===== src/rtl/vehicle_lane_scheduler.sv =====
// Shares one Bike/Bike/Car/Bike/Car detector across NUM_LANES lanes with per-lane saved state.
// Define VLS_FIXED_PRIORITY_EN for lowest-index-wins arbitration; default is round-robin.
module vehicle_lane_scheduler #(
  parameter int NUM_LANES = 4,
  parameter int LANE_W    = 2
) (
  input  logic                 clk,
  input  logic                 reset,
  input  logic [NUM_LANES-1:0] lane_valid,
  input  logic [NUM_LANES-1:0] lane_data,
  input  logic [NUM_LANES-1:0] lane_clear,
  output logic [NUM_LANES-1:0] lane_ready,
  output logic                 match_valid,
  output logic [LANE_W-1:0]    match_lane,
  output logic [7:0]           match_total
);

  typedef enum logic [2:0] {
    IDLE    = 3'd0,
    S_B     = 3'd1,
    S_BB    = 3'd2,
    S_BBC   = 3'd3,
    S_BBCB  = 3'd4,
    S_BBCBC = 3'd5
  } lane_state_t;

  // bike=1 is a Bike symbol, bike=0 a Car symbol.
  function automatic lane_state_t step_state(input lane_state_t cur, input logic bike);
    lane_state_t nxt;
    case (cur)
      IDLE:    nxt = bike ? S_B    : IDLE;
      S_B:     nxt = bike ? S_BB   : IDLE;
      S_BB:    nxt = bike ? S_BB   : S_BBC;
      S_BBC:   nxt = bike ? S_BBCB : IDLE;
      S_BBCB:  nxt = bike ? S_BB   : S_BBCBC;
      S_BBCBC: nxt = bike ? S_B    : IDLE;
      default: nxt = IDLE;
    endcase
    return nxt;
  endfunction

  logic [NUM_LANES-1:0] eligible;
  logic [NUM_LANES-1:0] lane_hit;
  logic                 grant_found;
  logic [LANE_W-1:0]    grant_idx;
  logic                 match_hit;

  logic                 match_valid_reg;
  logic [LANE_W-1:0]    match_lane_reg;
  logic [7:0]           match_total_reg;

  genvar gi;
  generate
    for (gi = 0; gi < NUM_LANES; gi++) begin : g_lane
      lane_state_t state_reg;
      lane_state_t state_next;
      lane_state_t state_step;

      assign eligible[gi]   = lane_valid[gi] & ~lane_clear[gi];
      assign lane_ready[gi] = grant_found && (grant_idx == LANE_W'(gi));
      assign state_step     = step_state(state_reg, lane_data[gi]);
      assign lane_hit[gi]   = lane_ready[gi] && (state_step == S_BBCBC);

      // Clear dominates: a cleared lane is never granted, so its symbol stays pending.
      always_comb begin
        state_next = state_reg;
        if (lane_clear[gi]) begin
          state_next = IDLE;
        end else if (lane_ready[gi]) begin
          state_next = state_step;
        end
      end

      always_ff @(posedge clk) begin
        if (reset) begin
          state_reg <= IDLE;
        end else begin
          state_reg <= state_next;
        end
      end
    end
  endgenerate

`ifdef VLS_FIXED_PRIORITY_EN
  // Scan downward so the lowest eligible index is the last one written.
  always_comb begin
    grant_found = 1'b0;
    grant_idx   = '0;
    for (int i = NUM_LANES - 1; i >= 0; i--) begin
      if (eligible[i]) begin
        grant_found = 1'b1;
        grant_idx   = LANE_W'(i);
      end
    end
  end
`else
  logic [LANE_W-1:0] rr_ptr_reg;
  logic [LANE_W-1:0] rr_ptr_next;

  // Scan offsets downward so the eligible lane nearest rr_ptr wins.
  always_comb begin
    int idx;
    idx         = 0;
    grant_found = 1'b0;
    grant_idx   = '0;
    for (int k = NUM_LANES - 1; k >= 0; k--) begin
      idx = int'(rr_ptr_reg) + k;
      if (idx >= NUM_LANES) begin
        idx = idx - NUM_LANES;
      end
      if (eligible[idx]) begin
        grant_found = 1'b1;
        grant_idx   = LANE_W'(idx);
      end
    end
  end

  always_comb begin
    rr_ptr_next = rr_ptr_reg;
    if (grant_found) begin
      rr_ptr_next = (grant_idx == LANE_W'(NUM_LANES - 1)) ? '0 : grant_idx + LANE_W'(1);
    end
  end

  always_ff @(posedge clk) begin
    if (reset) begin
      rr_ptr_reg <= '0;
    end else begin
      rr_ptr_reg <= rr_ptr_next;
    end
  end
`endif

  assign match_hit = |lane_hit;

  always_ff @(posedge clk) begin
    if (reset) begin
      match_valid_reg <= 1'b0;
      match_lane_reg  <= '0;
      match_total_reg <= '0;
    end else begin
      match_valid_reg <= match_hit;
      if (match_hit) begin
        match_lane_reg <= grant_idx;
        if (match_total_reg != 8'd255) begin
          match_total_reg <= match_total_reg + 8'd1;
        end
      end
    end
  end

  assign match_valid = match_valid_reg;
  assign match_lane  = match_lane_reg;
  assign match_total = match_total_reg;

endmodule


===== config.mk =====
export PLATFORM = sky130hd
export DESIGN_NAME = vehicle_lane_scheduler
export DESIGN_NICKNAME = d
export VERILOG_FILES = /design/src/rtl/vehicle_lane_scheduler.sv
export SDC_FILE = /design/constraint.sdc
export NUM_CORES = 1
export LEC_CHECK = 0
export CAP_MARGIN = 20
export CORE_MARGIN = 4
export CORE_UTILIZATION = 35
export CTS_BUF_LIST = sky130_fd_sc_hd__clkbuf_16
export DETAILED_ROUTE_END_ITERATION = 10
export PLACE_DENSITY = 0.68
export SYNTH_ARGS = -nofsm -noshare
export SYNTH_HDL_FRONTEND = slang
export SYNTH_SLANG_ARGS = --single-unit

===== constraint.sdc =====
create_clock -name clk -period 6.9 [get_ports clk]
set_input_delay 1.38 -clock clk [delete_from_list [all_inputs] [get_ports clk]]
set_output_delay 1.38 -clock clk [all_outputs]
set_load 0.03 [all_outputs]

==> results.md, run 1 <==
* Outcome: complete, no violations
* CTS resizes at 0
* Hold depth at 2
* Slew HR at between 30% and 40%
* Area Overhead vs Synth at 22.7%
* Yosys warns at 0
* IO Pins at 29
* Syn_nets at about 220
* Total power at about 340 uW
* Slew @ Worst Pin at just over 900 ps
* Initial antenna violation count at 0
* Fin crit share at between 80% and 90%
* Die area at about 5800 um2
* Ys async rst share at 0%
* Comb power frac at approximately 18%
* Drc violations at 0
* Clk Latency, worst-skew pair at 260 ps
* Crit Path Class: input port to output pin
* Psw at between 90 and 100 uW
* Die extent in x at between 70 and 80 um
* DR pass1 iterations at 4
* Hold path start: match_lane[0]
* Slew Viols, Final at 0
* Setup TNS at 0 ps
* Post-CTS Setup Bufs at 0
* CTS tree: built
* Post-synthesis sequential area ratio at around 30%
* Power per cell area at about 170 nW/um2
* Reg2Reg Setup Slack at around 4000 ps
* Setup crit end kind: output pin
* Post-route ant nets at 0
* Skew final at just over 3 ps
* Final hold violation count at 0
* Hold WC Path Type: flop to flop
* GR Util All Layers at between 10% and 20%
* Post-CTS Hold Fix Bufs at 0
* Clock buffer depth at 2
* Via/cell ratio at 5.71
* # H-tree levels at 1
* Clock power frac at 38.1%
* DR iter-0 viols at between 100 and 150
* Reg2reg start: rr_ptr_reg[1]
* Max-cap violations at 0
* F_max at 176 MHz
* Post-synth EDFFs at 0
* Vias in the first global route at around 1,400
* CP required at approximately 5500 ps
* Yosys cell types at between 50 and 60
* Crit start category: input port
* Sink Count at 25
* Register share of total power at 43.8%
* DR vias at about 1,600
* Synth Register Bits at 25
* Worst Path Arrival at ~4300 ps
* Core Region at roughly 4400 um2
* Setup violations, final at 0
* Yosys top cell area share at a little under a third
* Layout cell share with drive strength beyond 1 at 8.93%
* Final Non-Filler Cells at roughly 280
* Post-synthesis cell count at 200
* Cell area after synthesis at ~1600 um2
* Leak Pwr at roughly 0.7 nW
* Internal power at 252 uW
* Primary FF master, synth: dfxtp_1
* Routed wire length per instance at 13.6 um
* RSZ-0062 raised after global routing: no
* IO Port Bufs at 28
* CTS Buf Count at 3
* Crit Path Max Fanout at 10
* Root Buffer: clkbuf_16
* # rows at 24
* Worst vdd ir at 135 uV
* Chip height at 76.1 um
* DPL Wire Length at 2.72 mm
* Initial core utilization at between 30% and 40%
* Top cells by area, synth: dfxtp_1 31%, a21oi_1 7.7%, nor2_1 3.9%
* Minimum clock period at about 5700 ps
* Routability cong. at around 0.84
* Layout net count at approximately 240
* First-pass GRT wire length at between 6 and 7 mm
* WHS Endpoint: match_lane[0]
* Cells after DPL at about 270
* R2R Path End: match_total[0]
* Clock slew at reported path FFs at approximately 70 ps
* Cell taking the most area after synthesis: dfxtp_1
* Fill cells at about 440
* Total wire length at roughly 3.8 mm
* Largest net degree at the start of global routing at 20
* Total gr overflow at 0
* Max reg flops at 12
* R2R depth at 8
* Mean post-synth cell area at a little over 8 um2
* Commonest cells in the netlist: 25 x a21oi_1, 25 x dfxtp_1, 17 x nor2_1
* Sw Share at 26.5%
* Antenna Cells at 0
stage by stage:
| step | instance area (um2) | setup slack (ps) | util (%) | hold WS (ps) |
|---|---|---|---|---|
| detailed placement | 1910 | 1200 | 43.3 | 484 |
| finish | 1990 | 1220 | 45.1 | 484 |
| floorplan | 1620 | 2660 | - | 463 |
| global placement | 1910 | 1260 | 43.3 | 475 |
| global route | 1990 | 984 | 45.1 | 534 |
| CTS | 1990 | 1210 | 45.1 | 495 |
layer usage:
| metal | share of wire (%) | vias up | GRT usage (%) |
|---|---|---|---|
| met4 | 0.74 | 0 | 3.32 |
| met2 | 44 | 43 | 21.0 |
| met5 | 0 | - | 0 |
| li1 | - | 803 | - |
| met1 | 50 | 726 | 16.9 |
| met3 | 4.5 | 4 | 3.66 |
cell type report:
class                      count  area, um2  area share [%]
timing repair buffer          28        280            14.1
clock buffer                   3       75.1            3.77
multi-input combinational    155       1020            51.3
tap                           52       65.1            3.27
clock inverter                 1       5.00           0.251
inverter                      12       45.0            2.26
sequential                    25        500            25.1
critical path: stages:
cell,delay [ps]
clkdlybuf4s50_1,440
nor2b_1,550
o221ai_1,230
a21oi_1,370
inv_1,110
ha_1,230
o41ai_1,150
inv_1,180
clkdlybuf4s50_1,650
power groups by stage:
| stage | Sequential, mW | Combinational, mW | Clock (mW) |
|---|---|---|---|
| 3_3_place_gp | 0.153 | 0.0612 | 0 |
| 5_1_grt | 0.150 | 0.0685 | 0.142 |
| 6_report | 0.150 | 0.0619 | 0.130 |
| 2_1_floorplan | 0.152 | 0.0424 | 0 |
| 4_1_cts | 0.149 | 0.0621 | 0.135 |
| 3_5_place_dp | 0.153 | 0.0618 | 0 |
layout by cell type, fill, tap and decap left out, types with 6 or more instances in the layout:
master	n
a21oi_1	25
clkdlybuf4s50_1	28
dfxtp_1	25
inv_1	12
nand2_1	6
nand2b_1	6
nand4_1	6
nor2_1	17
nor2b_1	8
o21ai_0	12
cells by family after synthesis:
logic type | count (synthesis) | share of synthesized area, %
muxes | 2 | 1.54
and+or+nand+nor | 87 | 32.8
buffers and inverters | 20 | 6.24
DFF | 25 | 30.8
AOI/OAI and AO/OA | 61 | 24.7
adders and majority gates | 5 | 3.86
how the worst max path moves through the flow:
stage,startpoint,to,slack [ps],depth (start not counted)
final,lane_valid[1],lane_ready[2],1220,9
after global routing,lane_valid[1],lane_ready[2],980,9
after CTS,lane_valid[1],lane_ready[2],1210,9
after detailed placement,lane_valid[1],lane_ready[2],1200,9
after global placement,lane_valid[1],lane_ready[2],1260,9
after floorplan,lane_valid[1],lane_ready[2],2660,8
No activity file was read; power rests on OpenSTA's default activity.
==> run 2, diff against run 1 <==
clock period = 5.6 ns   (was 6.9 ns; I/O delays follow)
==> run 2 against run 1 <==
Routed wire length rose by 1.1%. Core utilization grew 0.31 points. Clock skew is 0.89 ps lower. Final cell count rose by 0.72%. Combinational power increased by 25%. Hold slack got worse by 1.7 ps. Largest power group unchanged.
==> results.md, run 2 (synthesized netlist as in run 1, its figures left out) <==
* Via/cell ratio at 5.68 (-0.53%)
* CP required at 4480 ps (-1040 ps)
* Hold WC Path Type: flop to flop
* Max reg flops at 12 (unchanged)
* Critical path buffers and inverters at 4 (unchanged)
* Minimum clock period at a little over 5000 ps
* Routability cong. at 0.815 (-2.9%)
* DR iter-0 viols at 100 (-22%)
* Clock buffer depth at 2 (unchanged)
* Skew final at 2.14 ps (-0.886 ps)
* Crit Path Class: input port to output pin
* Crit start category: input port
* IO Pins at 29 (unchanged)
* Setup TNS at 0 ps (unchanged)
* Max stage delay on crit path at 640 ps (about the same)
* F_max at between 150 and 200 MHz
* Crit Path Max Fanout at 9 (-1)
* Leak Pwr at 0.695 nW (+1.6%)
* Largest net degree at the start of global routing at 20 (unchanged)
* CTS tree: built
* Crit. path cell count at 9 (unchanged)
* Dpl cell area at 1930 um2 (+0.79%)
* Critical path cell sequence: clkdlybuf4s50_1 -> nor2b_1 -> o221ai_1 -> a21oi_1 -> inv_1 -> ha_1 -> o41ai_1 -> inv_1 -> clkdlybuf4s50_1
* R2R depth at 9 (+1)
* Antenna Cells at 0 (unchanged)
* IO Port Bufs at 28 (unchanged)
* Reg2Reg Setup Slack at 3140 ps (-870 ps)
* Slew Viols, Final at 0 (unchanged)
* Clock slew at reported path FFs at 60 ps (about the same)
* Sink Count at 25 (unchanged)
* # rows at 24 (unchanged)
* RSZ-0062 raised after global routing: no
* Chip height at 76.1 um (unchanged)
* Max-cap violations at 0 (unchanged)
* Setup crit end kind: output pin
* DR vias at 1,579 (+0.19%)
* Fin crit share at 90.2%
* Slew HR at 42.8% (+3.6 points)
* Layout cell share with drive strength beyond 1 at 9.29% (+0.36 points)
* Total gr overflow at 0 (unchanged)
* DPL Wire Length at 2.74 mm (+0.95%)
* Core Region at 4410 um2 (unchanged)
* Outcome: complete, no violations
* Total wire length at 3.80 mm (+1.1%)
* Drc violations at 0 (unchanged)
* Routed wire length per instance at 13.7 um (+0.36%)
* Final hold violation count at 0 (unchanged)
* Slew @ Worst Pin at 850 ps (-54.5 ps)
* Clk Latency, worst-skew pair at 260 ps (about the same)
* Post-route ant nets at 0 (unchanged)
* Hold depth at 2 (unchanged)
* CTS Buf Count at 3 (unchanged)
* Post-CTS Hold Fix Bufs at 0 (unchanged)
* Die extent in x at 76.1 um (unchanged)
* GR Util All Layers at 13.1% (+0.11 points)
* Power per cell area at 209 nW/um2 (+22%)
* Area Overhead vs Synth at 23.6%
* First-pass GRT wire length at 6.62 mm (+2.3%)
* Area used by multi-input combinational logic at 1020 um2 (unchanged)
* Die area at 5790 um2 (unchanged)
* Vias in the first global route at 1,502 (+3.8%)
* Initial core utilization at 36.8% (unchanged)
* Cell area after layout at 2010 um2 (+0.69%)
* Root Buffer: clkbuf_16
* Most common cell after layout, fill and taps aside: clkdlybuf4s50_1
* DR pass1 iterations at 4 (unchanged)
* Most frequent cells in the layout: 28 x clkdlybuf4s50_1, 25 x a21oi_1, 25 x dfxtp_1
* Worst Path Arrival at 3930 ps (-370 ps)
* Crit-path leading delay family: buffers and inverters
* Post-CTS Setup Bufs at 0 (unchanged)
* # H-tree levels at 1 (unchanged)
* CP max-delay cell: clkdlybuf4s50_1
* Setup violations, final at 0 (unchanged)
* Initial antenna violation count at 0 (unchanged)
* Register area at 500 um2 (unchanged)
* Worst vdd ir at 141 uV (+4.5%)
* Layout net count at 246 (+0.82%)
* CTS resizes at 0 (unchanged)
* Fill cells at 435 (unchanged)
-- run 2: per-layer routing --
metal  part of all wire [%]  vias to the layer above  track usage [%]
li1                       -                      798                -
met1                     49                      725             17.4
met2                     44                       47             20.8
met3                    5.4                        9             3.78
met4                    1.3                        0             2.97
met5                      0                        -                0
-- run 2: layout make-up --
| type | count | share of cell area, % |
|---|---|---|
| inverter | 12 | 2.25 |
| multi-input combinational | 155 | 50.9 |
| clock buffer | 3 | 3.74 |
| clock inverter | 1 | 0.187 |
| sequential | 25 | 25.0 |
| tap | 52 | 3.24 |
| timing repair buffer | 30 | 14.7 |
-- run 2: path summary, 6_finish.rpt --
check                      from        endpoint
setup / recovery  lane_valid[3]   lane_ready[2]
hold / removal    match_lane[1]   match_lane[1]
setup reg to reg  rr_ptr_reg[1]  match_total[4]
hold reg to reg   match_lane[1]   match_lane[1]
-- run 2: power by group --
group          switching [mW]  internal (mW)
sequential            0.00380          0.181
combinational          0.0441         0.0335
clock                  0.0618         0.0955
total                   0.110          0.310
-- run 2: worst reg2reg max path, cell delays in order (launching register included) --
cell      delay [ps]
dfxtp_1          400
a211oi_1         100
o32a_1           410
inv_1            100
ha_1             220
and3_1           260
nor4_2            70
buf_4            170
or4_1            500
a21oi_1          150
-- run 2: per-stage QoR --
stage | instances | setup WS, ps | power (mW) | util, % | hold WS (ps)
final | 278 | 547 | 0.419 | 45.4 | 482
after global routing | 278 | 332 | 0.440 | 45.4 | 529
after CTS | 278 | 550 | 0.423 | 45.4 | 489
after detailed placement | 274 | 556 | 0.265 | 43.7 | 479
after global placement | 274 | 601 | 0.264 | 43.7 | 475
after floorplan | 200 | 1880 | 0.239 | - | 463
